**src/rtl/wb_uart_arbiter.sv**
```systemverilog
// Two-master round-robin Wishbone classic arbiter in front of wbuart.
// Grant is held for the whole bus cycle; a stuck slave is aborted after TIMEOUT wait cycles.
module wb_uart_arbiter #(
  parameter int unsigned TIMEOUT = 1024,
  parameter int unsigned TW      = 16
) (
  input  logic          i_clk,
  input  logic          i_rst_n,
  input  logic          i_m0_cyc,
  input  logic          i_m0_stb,
  input  logic          i_m0_we,
  input  logic [3:0]    i_m0_sel,
  input  logic [1:0]    i_m0_addr,
  input  logic [31:0]   i_m0_data,
  output logic          o_m0_ack,
  output logic          o_m0_err,
  output logic [31:0]   o_m0_data,
  input  logic          i_m1_cyc,
  input  logic          i_m1_stb,
  input  logic          i_m1_we,
  input  logic [3:0]    i_m1_sel,
  input  logic [1:0]    i_m1_addr,
  input  logic [31:0]   i_m1_data,
  output logic          o_m1_ack,
  output logic          o_m1_err,
  output logic [31:0]   o_m1_data,
  output logic          o_s_cyc,
  output logic          o_s_stb,
  output logic          o_s_we,
  output logic [3:0]    o_s_sel,
  output logic [1:0]    o_s_addr,
  output logic [31:0]   o_s_data,
  input  logic          i_s_ack,
  input  logic [31:0]   i_s_data,
  output logic [1:0]    o_grant,
  output logic [TW-1:0] o_timeout_cnt
);

  typedef enum logic [2:0] {S_IDLE, S_OWN0, S_OWN1, S_DRAIN0, S_DRAIN1} state_t;

  localparam logic [TW-1:0] TMO = TW'(TIMEOUT);

  state_t        state_q, state_d;
  logic [TW-1:0] cnt_q, cnt_d;
  logic          last_q, last_d;
  logic          err0_q, err0_d;
  logic          err1_q, err1_d;
  logic          own0, own1, own_cyc;

  assign own0    = (state_q == S_OWN0);
  assign own1    = (state_q == S_OWN1);
  assign own_cyc = own0 ? i_m0_cyc : i_m1_cyc;

  // Slave side follows the owner combinationally so a dropped cyc reaches wbuart in the same cycle.
  always_comb begin
    o_s_cyc  = 1'b0;
    o_s_stb  = 1'b0;
    o_s_we   = 1'b0;
    o_s_sel  = '0;
    o_s_addr = '0;
    o_s_data = '0;
    if (own0) begin
      o_s_cyc  = i_m0_cyc;
      o_s_stb  = i_m0_stb;
      o_s_we   = i_m0_we;
      o_s_sel  = i_m0_sel;
      o_s_addr = i_m0_addr;
      o_s_data = i_m0_data;
    end else if (own1) begin
      o_s_cyc  = i_m1_cyc;
      o_s_stb  = i_m1_stb;
      o_s_we   = i_m1_we;
      o_s_sel  = i_m1_sel;
      o_s_addr = i_m1_addr;
      o_s_data = i_m1_data;
    end
  end

  assign o_m0_ack      = own0 & i_s_ack;
  assign o_m1_ack      = own1 & i_s_ack;
  assign o_m0_data     = own0 ? i_s_data : '0;
  assign o_m1_data     = own1 ? i_s_data : '0;
  assign o_m0_err      = err0_q;
  assign o_m1_err      = err1_q;
  assign o_grant       = {(state_q == S_OWN1) || (state_q == S_DRAIN1),
                          (state_q == S_OWN0) || (state_q == S_DRAIN0)};
  assign o_timeout_cnt = cnt_q;

  always_comb begin
    state_d = state_q;
    cnt_d   = '0;
    last_d  = last_q;
    err0_d  = 1'b0;
    err1_d  = 1'b0;
    unique case (state_q)
      S_IDLE: begin
        if (i_m0_cyc && (!i_m1_cyc || last_q)) begin
          state_d = S_OWN0;
          last_d  = 1'b0;
        end else if (i_m1_cyc) begin
          state_d = S_OWN1;
          last_d  = 1'b1;
        end
      end
      S_OWN0, S_OWN1: begin
        if (!own_cyc) begin
          state_d = S_IDLE;
        end else if (o_s_stb && !i_s_ack) begin
          if (cnt_q >= TMO) begin
            state_d = own0 ? S_DRAIN0 : S_DRAIN1;
            err0_d  = own0;
            err1_d  = own1;
          end else begin
            cnt_d = (cnt_q == '1) ? cnt_q : cnt_q + TW'(1);
          end
        end
      end
      S_DRAIN0: if (!i_m0_cyc) state_d = S_IDLE;
      S_DRAIN1: if (!i_m1_cyc) state_d = S_IDLE;
      default:  state_d = S_IDLE;
    endcase
  end

  always_ff @(posedge i_clk or negedge i_rst_n) begin
    if (!i_rst_n) begin
      state_q <= S_IDLE;
      cnt_q   <= '0;
      last_q  <= 1'b1;
      err0_q  <= 1'b0;
      err1_q  <= 1'b0;
    end else begin
      state_q <= state_d;
      cnt_q   <= cnt_d;
      last_q  <= last_d;
      err0_q  <= err0_d;
      err1_q  <= err1_d;
    end
  end

endmodule

```
**config.mk**
```make
export PLATFORM = sky130hd
export DESIGN_NAME = wb_uart_arbiter
export DESIGN_NICKNAME = d
export VERILOG_FILES = /design/src/rtl/wb_uart_arbiter.sv
export SDC_FILE = /design/constraint.sdc
export NUM_CORES = 1
export LEC_CHECK = 0
export ABC_AREA = 1
export BUFFER_PORTS_ARGS = -buffer_cell sky130_fd_sc_hd__buf_4
export CORE_AREA = 2 2 94 96
export CTS_CLUSTER_SIZE = 25
export DETAILED_ROUTE_END_ITERATION = 8
export DIE_AREA = 0 0 96 98
export GPL_TIMING_DRIVEN = 0
export MAX_ROUTING_LAYER = met4
export PLACE_DENSITY = 0.69
export SLEW_MARGIN = 25
export SYNTH_ARGS = -nofsm -noshare
export SYNTH_HDL_FRONTEND = slang
export SYNTH_SLANG_ARGS = --single-unit
```
**constraint.sdc**
```tcl
create_clock -name i_clk -period 2.52 [get_ports i_clk]
set_input_delay 0.504 -clock i_clk [delete_from_list [all_inputs] [get_ports i_clk]]
set_output_delay 0.504 -clock i_clk [all_outputs]
set_load 0.005 [all_outputs]
```
==> impl_metrics.yaml, run 1 <==
outcome:
  status: "completed"
sta:
  timing.fmax_mhz: 428
  grt_setup_unrepaired: "no"
  period_minus_slack_ps: 2340
  hold_viol_final: 0
  slew_violations: 0
  fin_skew_ps: 3.16
  period_share: 0.928
  fin_hold_ws_ps: 106
  fin_ws_ps: 181
  setup_tns_ps: 0
  setup_violations: 0
grt:
  grtUsageMet2: 0.324
  grtUsageTotal: 0.172
  grt.busiest_layer: "met2"
  grt.met3_usage: 0.0239
  grt-ovfl-total: 0
  grt_pass1_wl_um: 12700
  grt_pass1_vias: 2698
  grt_max_degree: 23
  antenna_found_initial: 0
  grt_use_met1: 0.188
place:
  dp_slack_ps: 439
  hpwl_um: 7580
  gp_congestion: 0.844
  placed_cell_area_um2: 3870
  place_inst: 646
  io_buffers: 243
pwr:
  ir_drop_v: 0.000380
  p_leak_nw: 2.34
  powerDensity_nw_per_um2: 713
  finalPower_mw: 2.81
route:
  postRouteAntennaNets: 0
  drcViolationCount: 0
  wl_um: 8960
  vias: 2884
  wl_per_cell_um: 13.8
  drt_iter0_drc: 38
  drt_pre_antenna_iters: 4
  avgViaCountPerCell: 4.44
layout:
  layout_common_cells: "buf_4 (246), nor2_1 (88), inv_1 (47), a22o_1 (39), nand2_1 (35)"
  final_nets: 662
  drive_gt1_frac: 0.493
  final_common_cell: "buf_4"
  diodes: 0
  design_area_um2: 3940
  postLayoutCoreUtil: 0.466
  areaGrowthSynthToFinish_pct: 108
  instances_no_fill: 650
floorplan:
  placement_rows: 34
  core_um2: 8470
  io_pins: 244
  chipWidth_um: 96
  die_h_um: 98
  initial_core_util: 0.224
  dieArea_um2: 9410
clock_tree:
  cts_tree: "done"
  hold_buffers: 0
  cts_buffers: 3
  cts.repair.resized: 0
  clockBufferDepth: 2
  ctsHtreeMaxLevel: 1
  post-cts-setup-buffer-count: 0
  clock_latency_ps: 270
  root_buffer: "clkbuf_8"
  clock-sinks: 22
  clk_pin_slew_ps: 80
synthesis:
  yosysWarningCount: 0
  ys_seq_area_frac: 0.291
  synth_area_per_cell_um2: 6.51
  synth_seq_cells: 22
  ys_types: 28
  netlist_instances: 291
  synthesis.area_um2: 1890
run:
  cap_violations: 0
worst_setup_path:
  path_class: "reg -> out"
  cp.arrival_ps: 1830
  startpoint_type: "flip-flop"
  rr_worst_depth: 7
  worstSetupEndpointType: "primary output"
  worstPathRequired_ps: 2020
  crit_fanout: 10
hold_path:
  hp-class: "in -> async"
[worst max-delay path, stage by stage (launching register included)]
cell and delay, ps:
dfrtp_1 370, buf_4 160, nor2_2 110, nand2_2 170, inv_2 130, buf_4 180, buf_4 180, a22o_1 150
buf_4 120
[sequential cells by signal, indices dropped and copies added (netlist names)]
signal	flops
state_q	3
o_m1_err	1
o_timeout_cnt	16
o_m0_err	1
last_q	1
[power breakdown]
group / switching (mW) / internal, mW / total, mW
Combinational: 0.979 / 1.08 / 2.06
Clock: 0.122 / 0.212 / 0.335
Sequential: 0.0253 / 0.388 / 0.413
[path summary, 6_finish.rpt]
| kind | from | endpoint | slack, ps |
|---|---|---|---|
| max in group asynchronous | i_rst_n | last_q | 2130 |
| setup / recovery | state_q[0] | o_s_data[25] | 180 |
| hold / removal | i_rst_n | o_timeout_cnt[6] | 110 |
| setup reg to reg | state_q[2] | o_timeout_cnt[4] | 920 |
| hold reg to reg | last_q | last_q | 510 |
| min in group i_clk | last_q | last_q | 510 |
[synthesized netlist by cell type (all sizes together)]
| library cell | count | share of area |
|---|---|---|
| nor3b | 3 | 0.012 |
| o21bai | 1 | 0.0040 |
| nor2 | 91 | 0.19 |
| nand4 | 4 | 0.017 |
| dfstp | 1 | 0.014 |
| nand2 | 38 | 0.079 |
| nand3 | 9 | 0.029 |
| a21oi | 3 | 0.0079 |
| clkbuf | 8 | 0.016 |
| conb | 1 | 0.0020 |
| a31oi | 2 | 0.0066 |
| ha | 2 | 0.013 |
| nor3 | 4 | 0.011 |
| a22o | 39 | 0.18 |
| inv | 50 | 0.099 |
| buf | 7 | 0.022 |
| o21ai | 4 | 0.011 |
| o21a | 2 | 0.0079 |
| a21boi | 1 | 0.0040 |
| dfrtp | 21 | 0.28 |
[cell type report]
type                    instances  area [um^2]
clock inverters                 1         30.0
inverters                      50          188
fillers                       861         4520
clock buffers                   3         41.3
flip-flops and latches         22          552
plain buffers                  15         75.1
well taps                     108          135
multi-input cells             208         1100
repair buffers                243         1820
[metal layers]
metal | wire, um | vias up | part of all wire
li1 | - | 1428 | -
met1 | 3450 | 1302 | 0.38
met2 | 4610 | 143 | 0.51
met3 | 755 | 11 | 0.084
met4 | 149 | 0 | 0.017
met5 | 0 | - | 0
[cells by family (layout without fill, tap and decap cells)]
| family | count (synthesis) | count (layout) | synth area share |
|---|---|---|---|
| AO/OA/AOI/OAI | 52 | 52 | 0.221 |
| other | 1 | 5 | 0.00198 |
| adder cells (fa/ha/maj) | 2 | 2 | 0.0132 |
| buffers and inverters | 65 | 312 | 0.137 |
| flip-flops | 22 | 22 | 0.291 |
| AND/OR/NAND/NOR | 149 | 149 | 0.334 |
Note: power is estimated with default switching activity, not from simulation.
==> run 2: changes to the inputs <==
--- a/config.mk
+++ b/config.mk
@@ -7,13 +7,13 @@
 export LEC_CHECK = 0
 export ABC_AREA = 1
 export BUFFER_PORTS_ARGS = -buffer_cell sky130_fd_sc_hd__buf_4
-export CORE_AREA = 2 2 94 96
+export CORE_AREA = 8 8 88 90
 export CTS_CLUSTER_SIZE = 25
 export DETAILED_ROUTE_END_ITERATION = 8
 export DIE_AREA = 0 0 96 98
 export GPL_TIMING_DRIVEN = 0
 export MAX_ROUTING_LAYER = met4
-export PLACE_DENSITY = 0.69
+export PLACE_DENSITY = 0.79
 export SLEW_MARGIN = 25
 export SYNTH_ARGS = -nofsm -noshare
 export SYNTH_HDL_FRONTEND = slang
==> impl_metrics.yaml, run 2 (same netlist as run 1, synthesis figures left out) <==
grt:
  grt_max_degree: 23
  grt-ovfl-total: 0
  grt_pass1_wl_um: 14600
  grt_pass1_vias: 2798
  antenna_found_initial: 0
  grtUsageTotal: 0.199
pwr:
  pwr-share-clk: 0.091
  seqPwrFrac: 0.150
  pwr-share-comb: 0.759
  p_int_mw: 1.61
  p_leak_nw: 2.33
  switching_share: 0.413
  power_switching_mw: 1.13
  ir_drop_v: 0.000484
  powerDensity_nw_per_um2: 706
clock_tree:
  cts.repair.resized: 0
  cts_buffers: 3
  clockBufferDepth: 2
  hold_buffers: 0
  clock_latency_ps: 260
  cts_tree: "done"
  clock-sinks: 22
  clk_pin_slew_ps: 80
  post-cts-setup-buffer-count: 0
  ctsHtreeMaxLevel: 1
  root_buffer: "clkbuf_8"
layout:
  diodes: 0
  areaGrowthSynthToFinish_pct: 105
  instances_no_fill: 622
  final_nets: 662
  final_common_cell: "buf_4"
  largest_reg_flops: 16
  postLayoutCoreUtil: 0.599
  drive_gt1_frac: 0.493
  layout_common_cells: "buf_4 (246), nor2_1 (88), inv_1 (47), a22o_1 (39), nand2_1 (35)"
route:
  drt_pre_antenna_iters: 4
  drt_iter0_drc: 101
  postRouteAntennaNets: 0
  wl_per_cell_um: 15.9
  wl_um: 9900
  avgViaCountPerCell: 4.55
  drcViolationCount: 0
  vias: 2832
hold_path:
  hp-class: "in -> async"
outcome:
  status: "completed"
place:
  io_buffers: 243
  hpwl_um: 8520
  place_inst: 618
  gp_congestion: 0.854
worst_setup_path:
  worstPathRequired_ps: 2020
  startpoint_type: "flip-flop"
  cp.arrival_ps: 1830
  crit_fanout: 10
  path_class: "reg -> out"
  worstSetupEndpointType: "primary output"
floorplan:
  dieArea_um2: 9410
  initial_core_util: 0.292
  chipWidth_um: 96
  placement_rows: 30
  die_h_um: 98
  core_um2: 6490
  io_pins: 244
sta:
  grt_setup_unrepaired: "no"
  hold_viol_final: 0
  setup_violations: 0
  period_minus_slack_ps: 2330
  setup_tns_ps: 0
  fin_skew_ps: 1.75
  timing.fmax_mhz: 429
  slew_violations: 0
  period_share: 0.924
run:
  cap_violations: 0
-- run 2: worst paths after layout --
check	slack (ps)	endpoint	startpoint	depth (start not counted)
hold reg to reg	500	last_q	last_q	2
setup reg to reg	930	o_timeout_cnt[4]	state_q[2]	7
hold / removal	120	o_timeout_cnt[8]	i_rst_n	1
setup / recovery	190	o_s_data[26]	state_q[0]	8
max in group asynchronous	2130	last_q	i_rst_n	1
min in group i_clk	500	last_q	last_q	2
-- run 2: power groups by stage --
stage	clock, mW	combinational (mW)	sequential (mW)
2_1_floorplan	0	0.913	0.415
3_3_place_gp	0	2.08	0.417
3_5_place_dp	0	2.10	0.417
4_1_cts	0.260	2.11	0.410
5_1_grt	0.271	2.27	0.414
6_report	0.251	2.08	0.411
-- run 2: layer usage --
metal,GRT usage,share of wire,vias to the layer above
li1,-,-,1425
met1,0.221,0.38,1250
met2,0.339,0.50,140
met3,0.0453,0.097,17
met4,0.0604,0.025,0
met5,-,0,-
-- run 2: per-stage QoR --
| step | power (mW) | setup slack [ps] | hold slack, ps | area, um^2 |
|---|---|---|---|---|
| after floorplan | 1.33 | 794 | 208 | 1910 |
| after global placement | 2.49 | 472 | 402 | 3830 |
| after detailed placement | 2.51 | 448 | 406 | 3830 |
| after CTS | 2.78 | 144 | 120 | 3890 |
| after global routing | 2.95 | 44.1 | 131 | 3890 |
| final | 2.74 | 191 | 116 | 3890 |
-- run 2: worst max-delay path: stages (launching register included) --
cell	delay (ps)
dfrtp_1	360
buf_4	160
nor2_2	110
nand2_2	170
inv_2	150
buf_4	180
buf_4	180
a22o_1	140
buf_4	120
-- run 2: area by class of cell --
type	instances	area, um^2
Clock buffer	4	55.1
Timing Repair Buffer	243	1820
Tap cell	80	100
Multi-Input combinational cell	208	1100
Fill cell	610	2610
Inverter	50	188
Sequential cell	22	552
Buffer	15	72.6
